### config.mk
export PLATFORM = sky130hd
export DESIGN_NAME = cl2_pl_exu_wbck
export DESIGN_NICKNAME = d
export VERILOG_FILES = /design/src/rtl/cl2_pl_pkg.sv /design/src/rtl/cl2_pl_exu_wbck_arb.sv /design/src/rtl/cl2_pl_exu_wbck.sv
export SDC_FILE = /design/constraint.sdc
export NUM_CORES = 1
export LEC_CHECK = 0
export ABC_AREA = 1
export BUFFER_PORTS_ARGS = -buffer_cell sky130_fd_sc_hd__buf_2
export CAP_MARGIN = 20
export CORE_AREA = 2 2 100 102
export DETAILED_ROUTE_END_ITERATION = 10
export DIE_AREA = 0 0 102 104
export GPL_TIMING_DRIVEN = 0
export PLACE_DENSITY = 0.69
export SLEW_MARGIN = 20
export SYNTH_ARGS = -nofsm -noshare
export SYNTH_HDL_FRONTEND = slang
export SYNTH_SLANG_ARGS = --single-unit
### constraint.sdc
create_clock -name clk_i -period 1.7 [get_ports clk_i]
set_input_delay 0.085 -clock clk_i [delete_from_list [all_inputs] [get_ports clk_i]]
set_output_delay 0.085 -clock clk_i [all_outputs]
set_load 0.005 [all_outputs]
### src/rtl/cl2_pl_pkg.sv
// Shared pipeline types for the CL2 EXU writeback path.
// Request record, source encodings and small index helpers.
package cl2_pl_pkg;

  localparam int CL2_XLEN          = 32;
  localparam int CL2_REGFILE_WIDTH = 5;

  localparam logic WBCK_SRC_ALU = 1'b0;
  localparam logic WBCK_SRC_LSU = 1'b1;

  typedef struct packed {
    logic [CL2_REGFILE_WIDTH-1:0] idx;
    logic [CL2_XLEN-1:0]          dat;
    logic                         err;
  } wbck_req_t;

  function automatic logic wbck_is_x0(input logic [CL2_REGFILE_WIDTH-1:0] idx);
    return (idx == '0);
  endfunction

endpackage

### src/rtl/cl2_pl_exu_wbck_arb.sv
// Writeback source arbiter: LSU has priority, ALU is granted after STARV_MAX
// consecutive losing cycles. Grants are combinational from valids and the counter.
module cl2_pl_exu_wbck_arb
  import cl2_pl_pkg::*;
#(
  parameter int unsigned STARV_MAX = 4
) (
  input  logic clk_i,
  input  logic rst_n_i,
  input  logic alu_vld_i,
  input  logic lsu_vld_i,
  output logic alu_gnt_o,
  output logic lsu_gnt_o,
  output logic src_o
);

  localparam int unsigned CW = (STARV_MAX > 1) ? $clog2(STARV_MAX + 1) : 1;

  logic [CW-1:0] starv_q;
  logic [CW-1:0] starv_d;
  logic          starved;

  assign starved = (starv_q == CW'(STARV_MAX));

  always_comb begin
    alu_gnt_o = alu_vld_i & (~lsu_vld_i | starved);
    lsu_gnt_o = lsu_vld_i & ~alu_gnt_o;
    src_o     = lsu_gnt_o ? WBCK_SRC_LSU : WBCK_SRC_ALU;
  end

  // Only a pending-and-losing ALU advances the count; anything else clears it.
  always_comb begin
    starv_d = '0;
    if (alu_vld_i && lsu_gnt_o) begin
      starv_d = starv_q + CW'(1);
    end
  end

  always_ff @(posedge clk_i or negedge rst_n_i) begin
    if (!rst_n_i) begin
      starv_q <= '0;
    end else begin
      starv_q <= starv_d;
    end
  end

endmodule

### src/rtl/cl2_pl_exu_wbck.sv
// EXU writeback stage: arbitrates ALU/LSU results into a 1-entry write stage
// feeding the regfile. Optional operand bypass enabled by CL2_WBCK_FWD_EN.
module cl2_pl_exu_wbck
  import cl2_pl_pkg::*;
#(
  parameter int unsigned XLEN      = CL2_XLEN,
  parameter int unsigned REG_AW    = CL2_REGFILE_WIDTH,
  parameter int unsigned STARV_MAX = 4
) (
  input  logic              clk_i,
  input  logic              rst_n_i,
  input  logic              alu_vld_i,
  output logic              alu_rdy_o,
  input  logic [REG_AW-1:0] alu_idx_i,
  input  logic [XLEN-1:0]   alu_dat_i,
  input  logic              lsu_vld_i,
  output logic              lsu_rdy_o,
  input  logic [REG_AW-1:0] lsu_idx_i,
  input  logic [XLEN-1:0]   lsu_dat_i,
  input  logic              lsu_err_i,
  output logic              rd_wen_o,
  output logic [REG_AW-1:0] rd_wr_idx_o,
  output logic [XLEN-1:0]   rd_wr_dat_o,
  output logic              lsu_err_o,
  input  logic [REG_AW-1:0] rs1_idx_i,
  input  logic [REG_AW-1:0] rs2_idx_i,
  input  logic [XLEN-1:0]   rs1_dat_i,
  input  logic [XLEN-1:0]   rs2_dat_i,
  output logic [XLEN-1:0]   rs1_dat_o,
  output logic [XLEN-1:0]   rs2_dat_o
);

  logic      alu_gnt;
  logic      lsu_gnt;
  logic      src_sel;
  wbck_req_t req_alu;
  wbck_req_t req_lsu;
  wbck_req_t req_win;

  logic              wen_q, wen_d;
  logic              err_q, err_d;
  logic [REG_AW-1:0] idx_q, idx_d;
  logic [XLEN-1:0]   dat_q, dat_d;

  cl2_pl_exu_wbck_arb #(
    .STARV_MAX (STARV_MAX)
  ) u_arb (
    .clk_i     (clk_i),
    .rst_n_i   (rst_n_i),
    .alu_vld_i (alu_vld_i),
    .lsu_vld_i (lsu_vld_i),
    .alu_gnt_o (alu_gnt),
    .lsu_gnt_o (lsu_gnt),
    .src_o     (src_sel)
  );

  assign alu_rdy_o = alu_gnt;
  assign lsu_rdy_o = lsu_gnt;

  always_comb begin
    req_alu     = '0;
    req_alu.idx = CL2_REGFILE_WIDTH'(alu_idx_i);
    req_alu.dat = CL2_XLEN'(alu_dat_i);
    req_alu.err = 1'b0;
    req_lsu     = '0;
    req_lsu.idx = CL2_REGFILE_WIDTH'(lsu_idx_i);
    req_lsu.dat = CL2_XLEN'(lsu_dat_i);
    req_lsu.err = lsu_err_i;
    req_win     = (src_sel == WBCK_SRC_LSU) ? req_lsu : req_alu;
  end

  // A faulted load leaves idx/dat untouched; an x0 write is accepted but not enabled.
  always_comb begin
    wen_d = 1'b0;
    err_d = 1'b0;
    idx_d = idx_q;
    dat_d = dat_q;
    if (alu_gnt || lsu_gnt) begin
      if (req_win.err) begin
        err_d = 1'b1;
      end else begin
        idx_d = REG_AW'(req_win.idx);
        dat_d = XLEN'(req_win.dat);
        wen_d = ~wbck_is_x0(req_win.idx);
      end
    end
  end

  always_ff @(posedge clk_i or negedge rst_n_i) begin
    if (!rst_n_i) begin
      wen_q <= 1'b0;
      err_q <= 1'b0;
      idx_q <= '0;
      dat_q <= '0;
    end else begin
      wen_q <= wen_d;
      err_q <= err_d;
      idx_q <= idx_d;
      dat_q <= dat_d;
    end
  end

  assign rd_wen_o    = wen_q;
  assign lsu_err_o   = err_q;
  assign rd_wr_idx_o = idx_q;
  assign rd_wr_dat_o = dat_q;

`ifdef CL2_WBCK_FWD_EN
  // Covers the regfile write and read landing in the same cycle.
  assign rs1_dat_o = (wen_q && (idx_q == rs1_idx_i) && (rs1_idx_i != '0)) ? dat_q : rs1_dat_i;
  assign rs2_dat_o = (wen_q && (idx_q == rs2_idx_i) && (rs2_idx_i != '0)) ? dat_q : rs2_dat_i;
`else
  logic unused_fwd_idx;
  assign unused_fwd_idx = ^{rs1_idx_i, rs2_idx_i};
  assign rs1_dat_o      = rs1_dat_i;
  assign rs2_dat_o      = rs2_dat_i;
`endif

endmodule

==> results of run 1 <==
[synth_stat cells]
master	n	area share
sky130_fd_sc_hd__buf_4	67	0.20
sky130_fd_sc_hd__nand2_1	50	0.076
sky130_fd_sc_hd__o21ai_1	47	0.095
sky130_fd_sc_hd__dfrtp_1	42	0.43
sky130_fd_sc_hd__nor2_1	38	0.058
sky130_fd_sc_hd__o21ai_0	24	0.049
sky130_fd_sc_hd__inv_1	12	0.018
sky130_fd_sc_hd__buf_2	6	0.012
sky130_fd_sc_hd__buf_6	5	0.023
sky130_fd_sc_hd__nand3_1	3	0.0061
sky130_fd_sc_hd__ha_1	2	0.010
sky130_fd_sc_hd__inv_2	2	0.0030
sky130_fd_sc_hd__nand2_2	2	0.0051
sky130_fd_sc_hd__inv_4	1	0.0025
sky130_fd_sc_hd__nand3b_1	1	0.0030
sky130_fd_sc_hd__o21ai_4	1	0.0066
sky130_fd_sc_hd__xnor2_1	1	0.0035
[final cells by class]
cell class | count | area, sq um
Clock inverter | 3 | 23.8
Inverter | 15 | 61.3
Tap cell | 133 | 166
Fill cell | 984 | 5820
Multi-Input combinational cell | 169 | 778
Timing Repair Buffer | 190 | 973
Sequential cell | 42 | 1050
Buffer | 78 | 607
Clock buffer | 5 | 68.8
[flip-flops by register name, summed over array words and instances (netlist names)]
signal / count
rd_wen_o: 1
rd_wr_dat_o: 32
rd_wr_idx_o: 5
lsu_err_o: 1
u_arb.starv_q: 3
[worst max-delay path, cell delays in order (launching register included)]
cell and delay (ns):
sky130_fd_sc_hd__dfrtp_1 0.39, sky130_fd_sc_hd__inv_1 0.06, sky130_fd_sc_hd__ha_1 0.15, sky130_fd_sc_hd__nand2_2 0.08, sky130_fd_sc_hd__o21ai_4 0.18, sky130_fd_sc_hd__inv_4 0.08, sky130_fd_sc_hd__buf_6 0.15, sky130_fd_sc_hd__buf_2 0.13
[through the flow]
step | cells | setup WS, ns | power [mW] | instance area [sq um] | hold WS, ns
floorplan | 304 | 0.316 | 1.59 | 2470 | -0.211
global placement | 620 | 0.0491 | 1.97 | 3550 | 0.293
detailed placement | 620 | 0.0118 | 1.99 | 3550 | 0.301
CTS | 632 | 0.0178 | 2.71 | 3690 | 0.0342
global route | 635 | -0.00644 | 2.86 | 3730 | 0.0417
finish | 635 | 0.0840 | 2.66 | 3730 | 0.0431
[routing by layer]
layer / GRT usage / share of wire / vias to the layer above
li1: - / - / 1295
met1: 0.151 / 0.40 / 1182
met2: 0.266 / 0.51 / 147
met3: 0.0249 / 0.080 / 7
met4: 0.0295 / 0.0093 / 0
met5: 0 / 0 / -
[path summary, 6_finish.rpt]
check	from	to	depth (start not counted)
worst min register to register	rd_wr_idx_o[1]$_DFFE_PN0P_	rd_wr_idx_o[1]$_DFFE_PN0P_	2
worst max-delay path	u_arb.starv_q[0]$_DFF_PN0_	lsu_rdy_o	7
worst min-delay path	lsu_dat_i[16]	rd_wr_dat_o[16]$_DFFE_PN0P_	3
max in group asynchronous	rst_n_i	rd_wr_dat_o[10]$_DFFE_PN0P_	2
min in group asynchronous	rst_n_i	rd_wr_dat_o[23]$_DFFE_PN0P_	2
worst max register to register	u_arb.starv_q[0]$_DFF_PN0_	rd_wr_dat_o[12]$_DFFE_PN0P_	8
[where the power goes]
part	switching [mW]	internal (mW)
logic	0.359	0.426
clock network	0.386	0.294
registers	0.0639	1.13
total	0.809	1.85
[timing repair]
item                                    4_1_cts  5_1_grt
endpoints found under the setup margin        1       39
endpoints found under the hold margin        43        0
pin swaps                                     1        2
resized for setup                             2        6
hold buffers                                  2        0
setup buffers                                 2        3
[kinds of logic after synthesis]
| family | count (synthesis) | share of synthesized area |
|---|---|---|
| AND/OR/NAND/NOR | 94 | 0.148 |
| buffers and inverters | 93 | 0.262 |
| AO/OA/AOI/OAI | 72 | 0.150 |
| flip-flops | 42 | 0.426 |
| adder cells (fa/ha/maj) | 2 | 0.0101 |
| XOR/XNOR | 1 | 0.00355 |
==> Implementation_results.wiki, run 1 <==
{| class="wikitable"
! Metric !! Value
|-
| Run status || finished, final reports clean
|-
| Insertion delay to the later sink of the worst-skew pair || 0.30 ns
|-
| Max-cap violation count || 0
|-
| Vias per std cell || 4.14
|-
| Antenna viol nets, final || 0
|-
| Period utilization || 0.951
|-
| IR Drop Worst-Case VDD || 341 uV
|-
| Routed via count || 2,631
|-
| Final core utilization || 0.391
|-
| CTS root buffer || sky130_fd_sc_hd__clkbuf_8
|-
| Final Skew || 0.00811 ns
|-
| Yosys Warn Count || 0
|-
| Sequential element share of the synthesized area || 0.426
|-
| Type of the worst min-delay path || input port to register
|-
| Power density of the placed cells || 713 nW/um^2
|-
| Area of the core region || 9550 sq um
|-
| Leakage || 2.08 nW
|-
| H-tree levels || 2
|-
| Drt wl/cell || 12.2 um
|-
| Largest buffer count on any clock path || 2
|-
| Wire length of the first global-routing pass || 11,600 um
|-
| Clock buffers created by TritonCTS || 5
|-
| Vias in the first global route || 2,540
|-
| Syn-to-layout area delta || 51.0%
|-
| Leading cell type in the layout, fill and taps excluded || sky130_fd_sc_hd__buf_2
|-
| Distinct cell type count after synthesis || 17
|-
| Post-synthesis instance area || 2470 sq um
|-
| Number of failing setup endpoints in the final timing report || 0
|-
| Crit Path Max Fanout || 10
|-
| Highest-count cells in the layout ignoring fill and taps || sky130_fd_sc_hd__buf_2 (188), sky130_fd_sc_hd__buf_4 (69), sky130_fd_sc_hd__nand2_1 (49)
|-
| Net Count, Synth || 459
|-
| Initial standard-cell utilization of the core || 0.259
|-
| I/O pin count || 258
|-
| Clock sink count || 42
|-
| Crit path arrival time || 1.53 ns
|-
| Share of layout cells above drive strength 1 || 0.560
|-
| Final hold violation count || 0
|-
| Syn Area/Cell || 8.12 sq um
|-
| CTS tree || yes
|-
| Count of pins over their slew limit || 0
|-
| Required arrival time at the worst endpoint || 1.62 ns
|-
| Type of destination of the critical path || output port
|-
| Gate count after technology mapping || 304
|-
| Vertical die dimension || 104 um
|-
| Overflow left after global routing || 0
|-
| Pin slew with the least headroom to its limit || 0.948 ns
|-
| Clock-pin slew on the worst setup and hold paths || 0.09 ns
|-
| Max-slew headroom || 0.368
|-
| Final Wtd Congestion || 0.734
|-
| Upper clock frequency limit || 619 MHz
|-
| Total number of nets in the final design || 656
|-
| Type of the worst setup path || register to output port
|-
| Std-Cell Rows || 36
|-
| Antenna cell count || 0
|-
| Post-layout minimum cycle time || 1.62 ns
|-
| FF+latch count, synth || 42
|-
| Detailed Route Iter0 Violations || 92
|-
| All-Layer GR Usage || 0.137
|-
| Antenna violations before repair || 0
|-
| Critical Path Source Type || register
|-
| Port Buf Inserts || 183
|-
| Maximum number of pins on one net before global-route repair || 43
|-
| Overall die width || 102 um
|-
| Accumulated negative setup slack || 0 ns
|-
| Hpwl dp || 6120 um
|-
| Register-to-register setup slack || 0.15 ns
|-
| Drt pass-1 iters || 4
|-
| Total Die Area || 10,600 sq um
|-
| Drc violations || 0
|-
| Total length of routed wires || 7750 um
|}
Note: power is estimated with default switching activity, not from simulation.
==> inputs of run 2 (changes only) <==
--- a/config.mk
+++ b/config.mk
@@ -13,6 +13,7 @@
 export DIE_AREA = 0 0 102 104
 export GPL_TIMING_DRIVEN = 0
 export PLACE_DENSITY = 0.69
+export RECOVER_POWER = 25
 export SLEW_MARGIN = 20
 export SYNTH_ARGS = -nofsm -noshare
 export SYNTH_HDL_FRONTEND = slang
==> Implementation_results.wiki, run 2 (synthesized netlist as in run 1, its figures left out) <==
{| class="wikitable"
! Metric !! Value
|-
| Run status || finished, final reports clean
|-
| Clock buffers created by TritonCTS || 5 (unchanged)
|-
| Register-to-register setup slack || 0.15 ns (about the same)
|-
| WP buf/inv || 4 (unchanged)
|-
| Post-route standard cell area excluding fillers || 3730 sq um (unchanged)
|-
| Total Die Area || 10,600 sq um (unchanged)
|-
| Routed via count || 2,631 (unchanged)
|-
| Met3 layer usage reported by global route || 0.0249 (unchanged)
|-
| Total length of routed wires || 7730 um (-0.34%)
|-
| Drc violations || 0 (unchanged)
|-
| Std-Cell Rows || 36 (unchanged)
|-
| Leakage || 2.07 nW (-0.45%)
|-
| Crit path arrival time || 1.53 ns (about the same)
|-
| Hpwl dp || 6120 um (unchanged)
|-
| Standard cell area after detailed placement || 3550 sq um (unchanged)
|-
| Share of layout cells above drive strength 1 || 0.560 (unchanged)
|-
| Insertion delay to the later sink of the worst-skew pair || 0.30 ns (about the same)
|-
| Vias in the first global route || 2,540 (unchanged)
|-
| Drt wl/cell || 12.2 um (-0.34%)
|-
| Critical path's slowest cell || sky130_fd_sc_hd__dfrtp_1
|-
| Top delay family on crit path || buffers and inverters
|-
| Syn-to-layout area delta || 51.0% (unchanged)
|-
| All-Layer GR Usage || 0.137 (unchanged)
|-
| Pin slew with the least headroom to its limit || 0.947 ns (-0.000491 ns)
|-
| Initial standard-cell utilization of the core || 0.259 (unchanged)
|-
| Final hold violation count || 0 (unchanged)
|-
| Wire length of the first global-routing pass || 11,600 um (unchanged)
|-
| Setup slack of the critical path after layout || 0.0827 ns (-0.00135 ns)
|-
| Required arrival time at the worst endpoint || 1.62 ns (about the same)
|-
| Area of the core region || 9550 sq um (unchanged)
|-
| Area occupied by multi-input gates || 778 sq um (unchanged)
|-
| Clock sink count || 42 (unchanged)
|-
| CTS tree || yes
|-
| Largest buffer count on any clock path || 2 (unchanged)
|-
| Antenna violations before repair || 0 (unchanged)
|-
| Setup WS pre-CTS || 0.0118 ns (unchanged)
|-
| IR Drop Worst-Case VDD || 344 uV (+0.64%)
|-
| Crit Path Max Fanout || 10 (unchanged)
|-
| Sum of internal, switching and leakage power || 2.65 mW (-0.16%)
|-
| Type of the worst setup path || register to output port
|-
| Critical Path Source Type || register
|-
| Drt pass-1 iters || 4 (unchanged)
|-
| H-tree levels || 2 (unchanged)
|-
| Type of the worst min-delay path || input port to register
|-
| Destination of the worst hold path || rd_wr_dat_o[16]$_DFFE_PN0P_
|-
| Crit-path max cell delay || 0.39 ns (about the same)
|-
| Chain of cells forming the critical path || inv_1, ha_1, nand2_2, o21ai_4, inv_4, buf_6, buf_2
|-
| Min-delay src || lsu_dat_i[16]
|-
| Vias per std cell || 4.14 (unchanged)
|-
| Final Skew || 0.00907 ns (+0.000965 ns)
|-
| Max reg flops || 32 (unchanged)
|-
| Count of pins over their slew limit || 0 (unchanged)
|-
| Vertical die dimension || 104 um (unchanged)
|-
| Endpoint of the most critical register-to-register path || rd_wr_dat_o[31]$_DFFE_PN0P_
|-
| Cell depth of the worst hold path || 3 (unchanged)
|-
| Startpoint of the lowest-slack register-to-register path || u_arb.starv_q[0]$_DFF_PN0_
|-
| Clock-pin slew on the worst setup and hold paths || 0.09 ns (about the same)
|-
| Number of failing setup endpoints in the final timing report || 0 (unchanged)
|-
| Maximum number of pins on one net before global-route repair || 43 (unchanged)
|-
| Overflow left after global routing || 0 (unchanged)
|-
| Antenna cell count || 0 (unchanged)
|-
| Period utilization || 0.951 (about the same)
|-
| Final core utilization || 0.391 (unchanged)
|-
| Power density of the placed cells || 712 nW/um^2 (-0.16%)
|-
| Global routing's busiest layer || met2
|-
| Highest-count cells in the layout ignoring fill and taps || sky130_fd_sc_hd__buf_2 (188), sky130_fd_sc_hd__nand2_1 (49), sky130_fd_sc_hd__o21ai_1 (47)
|-
| Overall die width || 102 um (unchanged)
|-
| Leading cell type in the layout, fill and taps excluded || sky130_fd_sc_hd__buf_2
|-
| Final Wtd Congestion || 0.734 (unchanged)
|-
| Worst reg2reg path depth || 8 (unchanged)
|-
| Detailed Route Iter0 Violations || 96 (+4.3%)
|-
| I/O pin count || 258 (unchanged)
|-
| GRT met1 Usage || 0.151 (unchanged)
|-
| Type of destination of the critical path || output port
|-
| Met2 usage in global routing || 0.266 (unchanged)
|-
| Post-layout minimum cycle time || 1.62 ns (+0.00135 ns)
|-
| CTS root buffer || sky130_fd_sc_hd__clkbuf_8
|-
| Register Area || 1050 sq um (unchanged)
|-
| Antenna viol nets, final || 0 (unchanged)
|-
| Final-layout fill cell count || 984 (unchanged)
|-
| Upper clock frequency limit || 618 MHz (about the same)
|-
| Max-cap violation count || 0 (unchanged)
|-
| Port Buf Inserts || 183 (unchanged)
|-
| Total number of nets in the final design || 656 (unchanged)
|-
| Max-slew headroom || 0.369 (about the same)
|}
run 2: cell types whose count changed in the layout (fill, tap and decap cells not counted), sizes merged:
cell | previous run | this run
clkbuf | 5 | 51
buf | 266 | 220
run 2: worst max-delay path by stage:
stage	start	endpoint	slack (ns)	cells after the start
floorplan	u_arb.starv_q[0]$_DFF_PN0_	rd_wen_o$_DFF_PN0_	0.32	10
global placement	u_arb.starv_q[0]$_DFF_PN0_	rd_wr_dat_o[11]$_DFFE_PN0P_	0.05	8
detailed placement	u_arb.starv_q[0]$_DFF_PN0_	rd_wr_dat_o[11]$_DFFE_PN0P_	0.01	8
CTS	u_arb.starv_q[1]$_DFF_PN0_	lsu_rdy_o	0.02	7
global route	u_arb.starv_q[0]$_DFF_PN0_	lsu_rdy_o	-0.006	7
finish	u_arb.starv_q[0]$_DFF_PN0_	lsu_rdy_o	0.08	7
run 2: through the flow:
stage,setup TNS (ns),std cells,hold WS [ns]
global placement,0,620,0.293
finish,0,635,0.0438
detailed placement,0,620,0.301
global route,-0.00804,635,0.0417
floorplan,0,304,-0.211
CTS,0,632,0.0342
run 2: per-layer routing:
metal  vias to the layer above  share of wire
li1                       1295              -
met3                         7          0.080
met5                         -              0
met1                      1184           0.40
met4                         0         0.0093
met2                       145           0.51
run 2: tightest hold or removal path, delay by kind of cell:
kind            cells  cell delay (ns)
compound gates      1             0.11
buf+inv             1             0.08
simple gates        1             0.03
run 2: report_power, final:
group	internal, mW	switching [mW]	leakage, nW
sequential	1.13	0.0640	0.511
combinational	0.420	0.359	1.52
clock	0.294	0.387	0.0408
run 2: area by class of cell:
type	count	area share
sequential	42	0.282
timing repair buffer	190	0.261
multi-input combinational	169	0.209
buffer	78	0.163
tap	133	0.0446
clock buffer	5	0.0185
inverter	15	0.0164
clock inverter	3	0.00637
run 2: what timing repair did:
| item | 4_1_cts | 5_1_grt |
|---|---|---|
| hold buffers | 2 | 0 |
| pin swaps | 1 | 2 |
| endpoints found under the hold margin | 43 | 0 |
| setup endpoints to repair | 1 | 39 |
| setup buffers | 2 | 3 |
| resized for setup | 2 | 6 |
